===== config.mk =====
export PLATFORM = sky130hd
export DESIGN_NAME = axi_lite_arbiter_2to1_flat
export DESIGN_NICKNAME = d
export VERILOG_FILES = /design/src/rtl/axi_lite_arbiter_2to1_pkg.sv /design/src/rtl/axi_lite_arbiter_2to1_if.sv /design/src/rtl/axi_lite_arbiter_2to1_rr_pick2.sv /design/src/rtl/axi_lite_arbiter_2to1.sv /design/src/flat_wrapper.sv
export SDC_FILE = /design/constraint.sdc
export NUM_CORES = 1
export LEC_CHECK = 0
export CAP_MARGIN = 30
export CORE_AREA = 2 2 169 171
export DETAILED_ROUTE_END_ITERATION = 8
export DIE_AREA = 0 0 171 173
export GPL_TIMING_DRIVEN = 0
export PLACE_DENSITY = 0.43
export SYNTH_ARGS = -nofsm -noshare
export SYNTH_HDL_FRONTEND = slang
export SYNTH_SLANG_ARGS = --single-unit

===== constraint.sdc =====
create_clock -name clk -period 1.65 [get_ports clk]
set_input_delay 0.33 -clock clk [delete_from_list [all_inputs] [get_ports clk]]
set_output_delay 0.33 -clock clk [all_outputs]
set_load 0.01 [all_outputs]

===== src/rtl/axi_lite_arbiter_2to1_pkg.sv =====
// Shared types and constants for the 2-master / 1-slave AXI-Lite arbiter.
package ysyx_23060061_axi_pkg;

    typedef enum logic [1:0] {
        IDLE  = 2'd0,
        READ  = 2'd1,
        WRITE = 2'd2
    } state_e;

    localparam logic [1:0] OKAY   = 2'b00;
    localparam logic [1:0] SLVERR = 2'b10;

    localparam logic M_IFU = 1'b0;
    localparam logic M_LSU = 1'b1;

endpackage


===== src/rtl/axi_lite_arbiter_2to1_if.sv =====
// AXI-Lite bundle (AR/R/AW/W/B); master modport drives requests, slave modport answers.
interface axi_lite_arbiter_2to1_if #(
    parameter int unsigned ADDR_W = 32,
    parameter int unsigned DATA_W = 32
);
    localparam int unsigned STRB_W = DATA_W / 8;

    logic [ADDR_W-1:0] araddr;
    logic              arvalid;
    logic              arready;
    logic [DATA_W-1:0] rdata;
    logic [1:0]        rresp;
    logic              rvalid;
    logic              rready;
    logic [ADDR_W-1:0] awaddr;
    logic              awvalid;
    logic              awready;
    logic [DATA_W-1:0] wdata;
    logic [STRB_W-1:0] wstrb;
    logic              wvalid;
    logic              wready;
    logic [1:0]        bresp;
    logic              bvalid;
    logic              bready;

    modport master (
        output araddr, arvalid, input arready,
        input rdata, rresp, rvalid, output rready,
        output awaddr, awvalid, input awready,
        output wdata, wstrb, wvalid, input wready,
        input bresp, bvalid, output bready
    );

    modport slave (
        input araddr, arvalid, output arready,
        output rdata, rresp, rvalid, input rready,
        input awaddr, awvalid, output awready,
        input wdata, wstrb, wvalid, output wready,
        output bresp, bvalid, input bready
    );

endinterface


===== src/rtl/axi_lite_arbiter_2to1_rr_pick2.sv =====
// Combinational two-way round-robin picker: a tie goes to the master that did not win last.
module rr_pick2
    import ysyx_23060061_axi_pkg::*;
(
    input  logic i_req0,
    input  logic i_req1,
    input  logic i_last_owner,
    output logic o_grant_valid,
    output logic o_grant_idx
);

    assign o_grant_valid = i_req0 | i_req1;
    assign o_grant_idx   = (i_req0 & i_req1) ? ~i_last_owner : (i_req1 ? M_LSU : M_IFU);

endmodule


===== src/rtl/axi_lite_arbiter_2to1.sv =====
// Shares one AXI-Lite slave between IFU (m0) and LSU (m1); one transaction in flight,
// round-robin grant held until the response handshake.
module axi_lite_arbiter_2to1
    import ysyx_23060061_axi_pkg::*;
#(
    parameter int unsigned ADDR_W = 32,
    parameter int unsigned DATA_W = 32
) (
    input  logic                   clk,
    input  logic                   rst,
    axi_lite_arbiter_2to1_if.slave  m0,
    axi_lite_arbiter_2to1_if.slave  m1,
    axi_lite_arbiter_2to1_if.master s
);

    state_e r_state, w_state_nxt;
    logic   r_owner, w_owner_nxt;
    logic   r_last_owner, w_last_owner_nxt;

    logic w_wreq0, w_wreq1, w_req0, w_req1;
    logic w_grant_valid, w_grant_idx;

    logic [ADDR_W-1:0]   w_sel_araddr, w_sel_awaddr;
    logic [DATA_W-1:0]   w_sel_wdata;
    logic [DATA_W/8-1:0] w_sel_wstrb;
    logic                w_sel_arvalid, w_sel_rready, w_sel_awvalid, w_sel_wvalid, w_sel_bready;

    assign w_wreq0 = m0.awvalid & m0.wvalid;
    assign w_wreq1 = m1.awvalid & m1.wvalid;
    assign w_req0  = w_wreq0 | m0.arvalid;
    assign w_req1  = w_wreq1 | m1.arvalid;

    rr_pick2 u_rr_pick2 (
        .i_req0        (w_req0),
        .i_req1        (w_req1),
        .i_last_owner  (r_last_owner),
        .o_grant_valid (w_grant_valid),
        .o_grant_idx   (w_grant_idx)
    );

    assign w_sel_araddr  = r_owner ? m1.araddr  : m0.araddr;
    assign w_sel_arvalid = r_owner ? m1.arvalid : m0.arvalid;
    assign w_sel_rready  = r_owner ? m1.rready  : m0.rready;
    assign w_sel_awaddr  = r_owner ? m1.awaddr  : m0.awaddr;
    assign w_sel_awvalid = r_owner ? m1.awvalid : m0.awvalid;
    assign w_sel_wdata   = r_owner ? m1.wdata   : m0.wdata;
    assign w_sel_wstrb   = r_owner ? m1.wstrb   : m0.wstrb;
    assign w_sel_wvalid  = r_owner ? m1.wvalid  : m0.wvalid;
    assign w_sel_bready  = r_owner ? m1.bready  : m0.bready;

    always_ff @(posedge clk) begin
        if (rst) begin
            r_state      <= IDLE;
            r_owner      <= M_IFU;
            r_last_owner <= M_LSU;
        end else begin
            r_state      <= w_state_nxt;
            r_owner      <= w_owner_nxt;
            r_last_owner <= w_last_owner_nxt;
        end
    end

    always_comb begin
        w_state_nxt      = r_state;
        w_owner_nxt      = r_owner;
        w_last_owner_nxt = r_last_owner;
        unique case (r_state)
            IDLE: begin
                if (w_grant_valid) begin
                    w_owner_nxt      = w_grant_idx;
                    w_last_owner_nxt = w_grant_idx;
                    // A master asserting both a read and a full write gets the write first.
                    w_state_nxt      = (w_grant_idx ? w_wreq1 : w_wreq0) ? WRITE : READ;
                end
            end
            READ:    if (s.rvalid && s.rready) w_state_nxt = IDLE;
            WRITE:   if (s.bvalid && s.bready) w_state_nxt = IDLE;
            default: w_state_nxt = IDLE;
        endcase
    end

    always_comb begin
        s.araddr   = '0;
        s.arvalid  = 1'b0;
        s.rready   = 1'b0;
        s.awaddr   = '0;
        s.awvalid  = 1'b0;
        s.wdata    = '0;
        s.wstrb    = '0;
        s.wvalid   = 1'b0;
        s.bready   = 1'b0;
        m0.arready = 1'b0;
        m0.rdata   = '0;
        m0.rresp   = '0;
        m0.rvalid  = 1'b0;
        m0.awready = 1'b0;
        m0.wready  = 1'b0;
        m0.bresp   = '0;
        m0.bvalid  = 1'b0;
        m1.arready = 1'b0;
        m1.rdata   = '0;
        m1.rresp   = '0;
        m1.rvalid  = 1'b0;
        m1.awready = 1'b0;
        m1.wready  = 1'b0;
        m1.bresp   = '0;
        m1.bvalid  = 1'b0;
        unique case (r_state)
            READ: begin
                s.araddr  = w_sel_araddr;
                s.arvalid = w_sel_arvalid;
                s.rready  = w_sel_rready;
                if (r_owner == M_LSU) begin
                    m1.arready = s.arready;
                    m1.rdata   = s.rdata;
                    m1.rresp   = s.rresp;
                    m1.rvalid  = s.rvalid;
                end else begin
                    m0.arready = s.arready;
                    m0.rdata   = s.rdata;
                    m0.rresp   = s.rresp;
                    m0.rvalid  = s.rvalid;
                end
            end
            WRITE: begin
                s.awaddr  = w_sel_awaddr;
                s.awvalid = w_sel_awvalid;
                s.wdata   = w_sel_wdata;
                s.wstrb   = w_sel_wstrb;
                s.wvalid  = w_sel_wvalid;
                s.bready  = w_sel_bready;
                if (r_owner == M_LSU) begin
                    m1.awready = s.awready;
                    m1.wready  = s.wready;
                    m1.bresp   = s.bresp;
                    m1.bvalid  = s.bvalid;
                end else begin
                    m0.awready = s.awready;
                    m0.wready  = s.wready;
                    m0.bresp   = s.bresp;
                    m0.bvalid  = s.bvalid;
                end
            end
            default: ;
        endcase
    end

endmodule


===== src/flat_wrapper.sv =====
// flat-port wrapper written by rule: the top's interface ports become plain ports
module axi_lite_arbiter_2to1_flat import ysyx_23060061_axi_pkg::*;
#(
    parameter int unsigned ADDR_W = 32,
    parameter int unsigned DATA_W = 32
)
  (clk, rst, m0_araddr, m0_arvalid, m0_arready, m0_rdata, m0_rresp, m0_rvalid, m0_rready, m0_awaddr, m0_awvalid, m0_awready, m0_wdata, m0_wstrb, m0_wvalid, m0_wready, m0_bresp, m0_bvalid, m0_bready, m1_araddr, m1_arvalid, m1_arready, m1_rdata, m1_rresp, m1_rvalid, m1_rready, m1_awaddr, m1_awvalid, m1_awready, m1_wdata, m1_wstrb, m1_wvalid, m1_wready, m1_bresp, m1_bvalid, m1_bready, s_araddr, s_arvalid, s_arready, s_rdata, s_rresp, s_rvalid, s_rready, s_awaddr, s_awvalid, s_awready, s_wdata, s_wstrb, s_wvalid, s_wready, s_bresp, s_bvalid, s_bready);
  axi_lite_arbiter_2to1_if #(.ADDR_W(ADDR_W), .DATA_W(DATA_W)) m0_i ();
  axi_lite_arbiter_2to1_if #(.ADDR_W(ADDR_W), .DATA_W(DATA_W)) m1_i ();
  axi_lite_arbiter_2to1_if #(.ADDR_W(ADDR_W), .DATA_W(DATA_W)) s_i ();
  input  logic clk;
  input  logic rst;
  input wire logic [$bits(m0_i.araddr)-1:0] m0_araddr;
  input wire logic [$bits(m0_i.arvalid)-1:0] m0_arvalid;
  output wire logic [$bits(m0_i.arready)-1:0] m0_arready;
  output wire logic [$bits(m0_i.rdata)-1:0] m0_rdata;
  output wire logic [$bits(m0_i.rresp)-1:0] m0_rresp;
  output wire logic [$bits(m0_i.rvalid)-1:0] m0_rvalid;
  input wire logic [$bits(m0_i.rready)-1:0] m0_rready;
  input wire logic [$bits(m0_i.awaddr)-1:0] m0_awaddr;
  input wire logic [$bits(m0_i.awvalid)-1:0] m0_awvalid;
  output wire logic [$bits(m0_i.awready)-1:0] m0_awready;
  input wire logic [$bits(m0_i.wdata)-1:0] m0_wdata;
  input wire logic [$bits(m0_i.wstrb)-1:0] m0_wstrb;
  input wire logic [$bits(m0_i.wvalid)-1:0] m0_wvalid;
  output wire logic [$bits(m0_i.wready)-1:0] m0_wready;
  output wire logic [$bits(m0_i.bresp)-1:0] m0_bresp;
  output wire logic [$bits(m0_i.bvalid)-1:0] m0_bvalid;
  input wire logic [$bits(m0_i.bready)-1:0] m0_bready;
  input wire logic [$bits(m1_i.araddr)-1:0] m1_araddr;
  input wire logic [$bits(m1_i.arvalid)-1:0] m1_arvalid;
  output wire logic [$bits(m1_i.arready)-1:0] m1_arready;
  output wire logic [$bits(m1_i.rdata)-1:0] m1_rdata;
  output wire logic [$bits(m1_i.rresp)-1:0] m1_rresp;
  output wire logic [$bits(m1_i.rvalid)-1:0] m1_rvalid;
  input wire logic [$bits(m1_i.rready)-1:0] m1_rready;
  input wire logic [$bits(m1_i.awaddr)-1:0] m1_awaddr;
  input wire logic [$bits(m1_i.awvalid)-1:0] m1_awvalid;
  output wire logic [$bits(m1_i.awready)-1:0] m1_awready;
  input wire logic [$bits(m1_i.wdata)-1:0] m1_wdata;
  input wire logic [$bits(m1_i.wstrb)-1:0] m1_wstrb;
  input wire logic [$bits(m1_i.wvalid)-1:0] m1_wvalid;
  output wire logic [$bits(m1_i.wready)-1:0] m1_wready;
  output wire logic [$bits(m1_i.bresp)-1:0] m1_bresp;
  output wire logic [$bits(m1_i.bvalid)-1:0] m1_bvalid;
  input wire logic [$bits(m1_i.bready)-1:0] m1_bready;
  output wire logic [$bits(s_i.araddr)-1:0] s_araddr;
  output wire logic [$bits(s_i.arvalid)-1:0] s_arvalid;
  input wire logic [$bits(s_i.arready)-1:0] s_arready;
  input wire logic [$bits(s_i.rdata)-1:0] s_rdata;
  input wire logic [$bits(s_i.rresp)-1:0] s_rresp;
  input wire logic [$bits(s_i.rvalid)-1:0] s_rvalid;
  output wire logic [$bits(s_i.rready)-1:0] s_rready;
  output wire logic [$bits(s_i.awaddr)-1:0] s_awaddr;
  output wire logic [$bits(s_i.awvalid)-1:0] s_awvalid;
  input wire logic [$bits(s_i.awready)-1:0] s_awready;
  output wire logic [$bits(s_i.wdata)-1:0] s_wdata;
  output wire logic [$bits(s_i.wstrb)-1:0] s_wstrb;
  output wire logic [$bits(s_i.wvalid)-1:0] s_wvalid;
  input wire logic [$bits(s_i.wready)-1:0] s_wready;
  input wire logic [$bits(s_i.bresp)-1:0] s_bresp;
  input wire logic [$bits(s_i.bvalid)-1:0] s_bvalid;
  output wire logic [$bits(s_i.bready)-1:0] s_bready;
  assign m0_i.araddr = m0_araddr;
  assign m0_i.arvalid = m0_arvalid;
  assign m0_arready = m0_i.arready;
  assign m0_rdata = m0_i.rdata;
  assign m0_rresp = m0_i.rresp;
  assign m0_rvalid = m0_i.rvalid;
  assign m0_i.rready = m0_rready;
  assign m0_i.awaddr = m0_awaddr;
  assign m0_i.awvalid = m0_awvalid;
  assign m0_awready = m0_i.awready;
  assign m0_i.wdata = m0_wdata;
  assign m0_i.wstrb = m0_wstrb;
  assign m0_i.wvalid = m0_wvalid;
  assign m0_wready = m0_i.wready;
  assign m0_bresp = m0_i.bresp;
  assign m0_bvalid = m0_i.bvalid;
  assign m0_i.bready = m0_bready;
  assign m1_i.araddr = m1_araddr;
  assign m1_i.arvalid = m1_arvalid;
  assign m1_arready = m1_i.arready;
  assign m1_rdata = m1_i.rdata;
  assign m1_rresp = m1_i.rresp;
  assign m1_rvalid = m1_i.rvalid;
  assign m1_i.rready = m1_rready;
  assign m1_i.awaddr = m1_awaddr;
  assign m1_i.awvalid = m1_awvalid;
  assign m1_awready = m1_i.awready;
  assign m1_i.wdata = m1_wdata;
  assign m1_i.wstrb = m1_wstrb;
  assign m1_i.wvalid = m1_wvalid;
  assign m1_wready = m1_i.wready;
  assign m1_bresp = m1_i.bresp;
  assign m1_bvalid = m1_i.bvalid;
  assign m1_i.bready = m1_bready;
  assign s_araddr = s_i.araddr;
  assign s_arvalid = s_i.arvalid;
  assign s_i.arready = s_arready;
  assign s_i.rdata = s_rdata;
  assign s_i.rresp = s_rresp;
  assign s_i.rvalid = s_rvalid;
  assign s_rready = s_i.rready;
  assign s_awaddr = s_i.awaddr;
  assign s_awvalid = s_i.awvalid;
  assign s_i.awready = s_awready;
  assign s_wdata = s_i.wdata;
  assign s_wstrb = s_i.wstrb;
  assign s_wvalid = s_i.wvalid;
  assign s_i.wready = s_wready;
  assign s_i.bresp = s_bresp;
  assign s_i.bvalid = s_bvalid;
  assign s_bready = s_i.bready;
  axi_lite_arbiter_2to1 #(.ADDR_W(ADDR_W), .DATA_W(DATA_W)) u_core (.clk(clk), .rst(rst), .m0(m0_i), .m1(m1_i), .s(s_i));
endmodule

==> results.py, run 1 <==
metrics = {
    "synth": {
        "synth_mux_area_frac": 0.0104,
        "synth-simple-area-share": 0.338,
        "synth_cell_types": 28,
        "synth-compound-area-share": 0.502,
        "synth_top_area_frac": 0.470,
        "synth_top_family_by_area": "compound AO/OA/AOI/OAI gates",
        "synth_top_cell_by_area": "a22o_1",
        "ys_warn_count": 0,
        "yosysSeqAreaShare": 0.0417,
        "synth_common_cells": "103 x a22o_1, 82 x and2_1, 9 x clkbuf_1",
        "synth.most_common_cell": "a22o_1",
        "async_flop_share": 0,
        "synth_edf_count": 0,
        "ys_seq_elements": 4,
        "avgSynthCellArea_um2": 7.50,
        "synth_flop_cell": "dfxtp_1",
        "syn-cell-area_um2": 1920,
        "synth.area.top_cells": "a22o_1 47%, and2_1 27%, dfxtp_1 4.2%",
        "syn_inst": 256,
        "syn_nets": 509,
        "synth_xor_area_frac": 0,
        "synth_fa_ha_area_frac": 0,
    },
    "floorplanning": {
        "dieArea_um2": 29600,
        "io_pins": 440,
        "start_util": 0.0695,
        "die_height_um": 173,
        "die_width_um": 171,
        "core_region_area_um2": 27600,
        "rows": 61,
    },
    "setup_path": {
        "timing_worst_setup_path_type": "reg2out",
        "cpMostUsedCell": "buf_12",
        "cp.required_ps": 1320,
        "timing.critical_path.buf_inv": 4,
        "cp_slowest_cell": "dfxtp_4",
        "path_delay_family": "buffers and inverters",
        "start_kind": "register",
        "max_stage_delay_ps": 340,
        "arrival_ps": 1650,
        "crit_chain": "nand2b_4 > nor2_4 > buf_12 > buf_8 > buf_12 > a22o_1 > buf_6",
        "crit_fanout": 8,
        "end_kind": "output pin",
    },
    "global_routing": {
        "grt_pass1_vias": 4525,
        "grt_pass1_wl_mm": 29.5,
        "grt_max_degree": 11,
        "grtUsageTotal": 0.135,
        "overflow": 0,
        "antenna_found_initial": 1,
    },
    "sta": {
        "fmax_ghz": 0.504,
        "fin_skew_ps": 3.05,
        "drv_slew": 0,
        "worst_slew_pin_slew_ps": 330,
        "fin_ws_ps": -335,
        "rsz0062_at_grt": "true",
        "slew_headroom": 0.780,
        "hold_violations": 0,
        "setup_viol": 185,
        "fin_crit_ps": 1980,
        "period_share": 1.20,
    },
    "routing": {
        "wl_met2_mm": 11.6,
        "drt-initial-drc-count": 97,
        "drtAntennaViolNets": 0,
        "wl_met3_mm": 2.23,
        "met1Wirelength_mm": 8.13,
        "wl_per_cell_um": 19.2,
        "top_layer": "met4",
        "routed_wl_mm": 22.3,
        "viasPerCell": 3.72,
        "drc_errors": 0,
        "drt_pass1_iterations": 4,
        "vias": 4312,
    },
    "layout": {
        "nets": 1036,
        "final-seq-area_um2": 88.8,
        "drive_gt1_frac": 0.521,
        "synthToLayoutAreaGrowth_pct": 338,
        "final_design_area_no_fill_um2": 8410,
        "nFillCells": 2969,
        "multi_input_area_um2": 2010,
    },
    "flow_run": {
        "maxCapViolCount": 0,
    },
    "pwr": {
        "p_total_w": 0.00437,
        "peakVddDrop_v": 0.000249,
        "p_per_area_nw_per_um2": 520,
        "leakagePower_nw": 3.81,
    },
    "placement": {
        "gp_congestion": 0.767,
        "numPortBuffers": 439,
        "placement.cell_area_um2": 6790,
        "dp_hpwl_mm": 17.5,
    },
    "clock_network": {
        "cts-root-buf": "clkbuf_16",
        "cts_buffers": 3,
        "clk_latency_ps": 230,
        "cts_sinks": 4,
        "cts.path.max_buffers": 2,
        "path_clk_slew_ps": 30,
        "h-tree-depth": 1,
        "cts_tree": "yes",
    },
    "hold_path": {
        "hold_path_class": "reg2reg",
    },
    "outcome": {
        "outcome": "finished with violations",
        "failed_checks": "negative setup slack",
    },
}
-- flip-flops by register name, indices dropped and copies added (netlist names) --
signal and cells:
u_core.r_last_owner 1, u_core.r_owner 1, u_core.r_state 2
-- through the flow --
step,hold slack (ps),utilization,setup TNS [ps],worst slack (ps),std cells
after global placement,536,0.246,-123630,-886,1073
final,544,0.305,-39650,-335,1160
after detailed placement,544,0.246,-122670,-889,1073
after global routing,573,0.304,-51040,-398,1159
after floorplan,402,-,0,79.9,256
after CTS,542,0.276,-52950,-409,1142
-- area by class of cell --
cell class,count,area share
clock buffers,3,0.00892
flip-flops and latches,4,0.0106
repair buffers,534,0.647
well taps,378,0.0562
diodes,1,0.000297
inverters,1,0.000743
plain buffers,20,0.0379
multi-input cells,219,0.239
-- routing by layer --
layer  vias to the layer above  GRT usage
li1                       2035          -
met1                      1997      0.148
met2                       266      0.258
met3                        14     0.0371
met4                         0     0.0233
met5                         -          0
-- cell usage in the layout, fill, tap and decap left out, drive strengths merged --
master and n:
and2 82, o22ai 1, a211o 1, diode 1
nor2 11, clkdlybuf4s15 5, a21oi 3, a31oi 1
or3 2, a22o 103, nor3 2, buf 289
nand2 3, inv 1, nand2b 2, clkbuf 11
nor4 1, dfxtp 4, clkdlybuf4s50 252, o21a 1
a2bb2oi 1, o32ai 1, mux2i 2, nor2b 2
-- repair_timing --
action,CTS,global route
endpoints found under the hold margin,0,0
endpoints found under the setup margin,187,187
setup buffers,53,31
gates resized for setup,938,222
pin swaps,38,99
gates cloned,16,6
hold buffers,0,0
-- worst paths after layout --
path	startpoint	cells past startpoint	end	slack, ps
max	u_core.r_state[0]	7	s_wdata[25]	-330
min	u_core.r_state[0]	2	u_core.r_state[1]	540
max reg2reg	u_core.r_state[0]	4	u_core.r_last_owner	250
min reg2reg	u_core.r_state[0]	2	u_core.r_state[1]	540
-- cell families after synthesis --
family | Yosys count
flip-flops | 4
multiplexers | 2
AO/OA/AOI/OAI | 112
buffers and inverters | 33
AND/OR/NAND/NOR | 105
-- power by group --
part           switching (W)  total, W  internal, W
clock network      0.0000707  0.000381     0.000310
registers          0.0000205  0.000142     0.000122
logic                0.00143   0.00385      0.00242
total                0.00152   0.00437      0.00285
-- tightest hold or removal path, stage by stage (launching register included) --
cell and delay [ps]:
dfxtp_4 350, nor3_1 60, o21a_1 100
Note: power is estimated with default switching activity, not from simulation.
==> run 2, diff against run 1 <==
- CORE_AREA: 2 2 169 171 -> 2 2 173 175
- DIE_AREA: 0 0 171 173 -> 0 0 175 177
- PLACE_DENSITY: 0.43 -> not set
- SYNTH_HIERARCHICAL: not set -> 1
- TNS_END_PERCENT: not set -> 20
==> results.py, run 2 <==
metrics = {
    "routing": {
        "drtAntennaViolNets": 0,
        "viasPerCell": 3.77,
        "wl_per_cell_um": 18.9,
        "drt_pass1_iterations": 4,
        "drt-initial-drc-count": 88,
        "vias": 4227,
        "routed_wl_mm": 21.2,
        "drc_errors": 0,
    },
    "pwr": {
        "leakagePower_nw": 3.54,
        "p_per_area_nw_per_um2": 421,
        "p_total_w": 0.00304,
        "peakVddDrop_v": 0.000334,
    },
    "floorplanning": {
        "io_pins": 440,
        "core_region_area_um2": 29200,
        "dieArea_um2": 31000,
        "rows": 63,
        "die_height_um": 177,
        "die_width_um": 175,
        "start_util": 0.0646,
    },
    "synth": {
        "yosysSeqAreaShare": 0.0424,
        "synth_common_cells": "103 x a22o_1, 42 x and3_1, 41 x and2_1",
        "syn_inst": 258,
        "synth_flop_cell": "dfxtp_1",
        "syn-cell-area_um2": 1890,
        "synth_cell_types": 25,
        "ys_warn_count": 6,
        "synth_top_area_frac": 0.477,
        "async_flop_share": 0,
        "syn_nets": 511,
        "ys_seq_elements": 4,
        "synth_edf_count": 0,
        "synth.area.top_cells": "a22o_1 48%, and3_1 14%, and2_1 14%",
        "synth.most_common_cell": "a22o_1",
        "avgSynthCellArea_um2": 7.33,
        "synth_top_cell_by_area": "a22o_1",
    },
    "global_routing": {
        "antenna_found_initial": 3,
        "grtUsageTotal": 0.122,
        "grt_pass1_wl_mm": 27.8,
        "grt_pass1_vias": 4394,
        "overflow": 0,
        "grt_max_degree": 11,
    },
    "layout": {
        "drive_gt1_frac": 0.397,
        "reg_top3": "u_core/r_state (2), u_core/r_last_owner (1), u_core/r_owner (1)",
        "nets": 983,
        "fin_util": 0.247,
        "mostFrequentLayoutCell": "clkdlybuf4s50_1",
        "layout_common_cells": "247 x clkdlybuf4s50_1, 127 x buf_2, 89 x a22o_1",
        "top_register": "u_core/r_state",
        "synthToLayoutAreaGrowth_pct": 282,
        "largest_reg_flops": 2,
    },
    "sta": {
        "setup_viol": 169,
        "fin_ws_ps": -412,
        "slew_headroom": 0.803,
        "fmax_ghz": 0.485,
        "rsz0062_at_grt": "true",
        "period_share": 1.25,
        "hold_violations": 0,
        "drv_slew": 0,
        "worst_slew_pin_slew_ps": 296,
        "fin_crit_ps": 2060,
        "fin_skew_ps": 2.12,
    },
    "setup_path": {
        "crit_fanout": 7,
        "end_kind": "output pin",
        "start_kind": "register",
        "reg2reg_depth": 4,
        "cp.required_ps": 1320,
        "arrival_ps": 1730,
        "critPathLaunch": "u_core/r_state[0]",
        "reg2reg_slack_ps": 120,
        "timing.rr.start": "u_core/r_last_owner",
        "timing_worst_setup_path_type": "reg2out",
        "r2r-end": "u_core/r_state[0]",
    },
    "hold_path": {
        "holdPathEnd": "u_core/r_state[0]",
        "hold_depth": 4,
        "hold_path_class": "in2reg",
        "hold_path.startpoint": "m1_awvalid",
    },
    "placement": {
        "dp_hpwl_mm": 18.0,
        "numPortBuffers": 439,
        "gp_congestion": 0.791,
    },
    "outcome": {
        "failed_checks": "negative setup slack",
        "outcome": "finished with violations",
    },
    "clock_network": {
        "cts_hold_buf": 0,
        "cts_buffers": 3,
        "cts.path.max_buffers": 2,
        "cts_tree": "yes",
        "clk_latency_ps": 220,
        "cts_sinks": 4,
        "cts-root-buf": "clkbuf_16",
        "h-tree-depth": 1,
        "path_clk_slew_ps": 30,
    },
    "flow_run": {
        "maxCapViolCount": 0,
    },
}
[run 2: cell types whose count changed after synthesis, moves of 3 or more]
cell,before,now
and3_1,0,42
nand2_1,3,0
buf_4,7,0
nand2b_1,0,4
buf_6,6,0
a21oi_1,3,0
and2_1,82,41
nor2_1,7,4
buf_2,8,25
[run 2: how the worst max path moves through the flow]
stage	to	slack, ps	cells after the start
final	s_wdata[24]	-410	8
after global routing	s_wdata[24]	-410	8
after CTS	s_awaddr[30]	-400	7
after detailed placement	m0_rdata[19]	-1110	6
after global placement	m0_rdata[19]	-1090	6
after floorplan	s_awaddr[0]	110	5
[run 2: final cells by class]
cell class / instances / area, um^2
Buffer: 36 / 577
Sequential cell: 4 / 91.3
Fill cell: 3208 / 22000
Clock buffer: 3 / 75.1
Multi-Input combinational cell: 216 / 1860
Timing Repair Buffer: 467 / 4120
Inverter: 2 / 7.51
Tap cell: 390 / 488
Antenna cell: 2 / 5.00
[run 2: routing by layer]
metal	vias up	part of all wire	track usage
li1	1960	-	-
met1	1963	0.38	0.139
met2	283	0.51	0.224
met3	19	0.091	0.0335
met4	2	0.021	0.0292
met5	-	0.00043	0
[run 2: stage by stage]
step	cells	TNS (ps)	area [um^2]	setup WS, ps	hold slack, ps
after detailed placement	1087	-151580	6770	-1110	636
final	1120	-33960	7230	-412	690
after CTS	1110	-44770	7140	-396	672
after global placement	1087	-149040	6770	-1090	619
after floorplan	258	0	1890	107	396
after global routing	1120	-43150	7230	-413	717
[run 2: cells by family (layout without fill, tap and decap cells)]
group	count (synthesis)	after routing	share of synthesized area
other	0	2	0
muxes	3	3	0.0159
DFF	4	4	0.0424
AOI/OAI and AO/OA	112	112	0.514
and+or+nand+nor	101	101	0.336
buffers and inverters	38	508	0.0920
[run 2: power by group]
| part | switching (W) | internal [W] |
|---|---|---|
| logic | 0.000999 | 0.00152 |
| clock network | 0.0000653 | 0.000309 |
| registers | 0.0000274 | 0.000115 |
| total | 0.00109 | 0.00195 |
[run 2: timing repair]
item	in CTS	in global routing
pin swaps	24	32
gates cloned	4	2
setup buffers	16	6
endpoints found under the setup margin	190	190
gates resized for setup	740	208
[run 2: critical path, cell delays in order, from the launching register on]
cell and delay, ps:
dfxtp_4 340, nand2b_4 150, nor2_4 160, buf_8 160, buf_6 130, buf_12 100, buf_8 110, a22o_1 190
buf_2 160
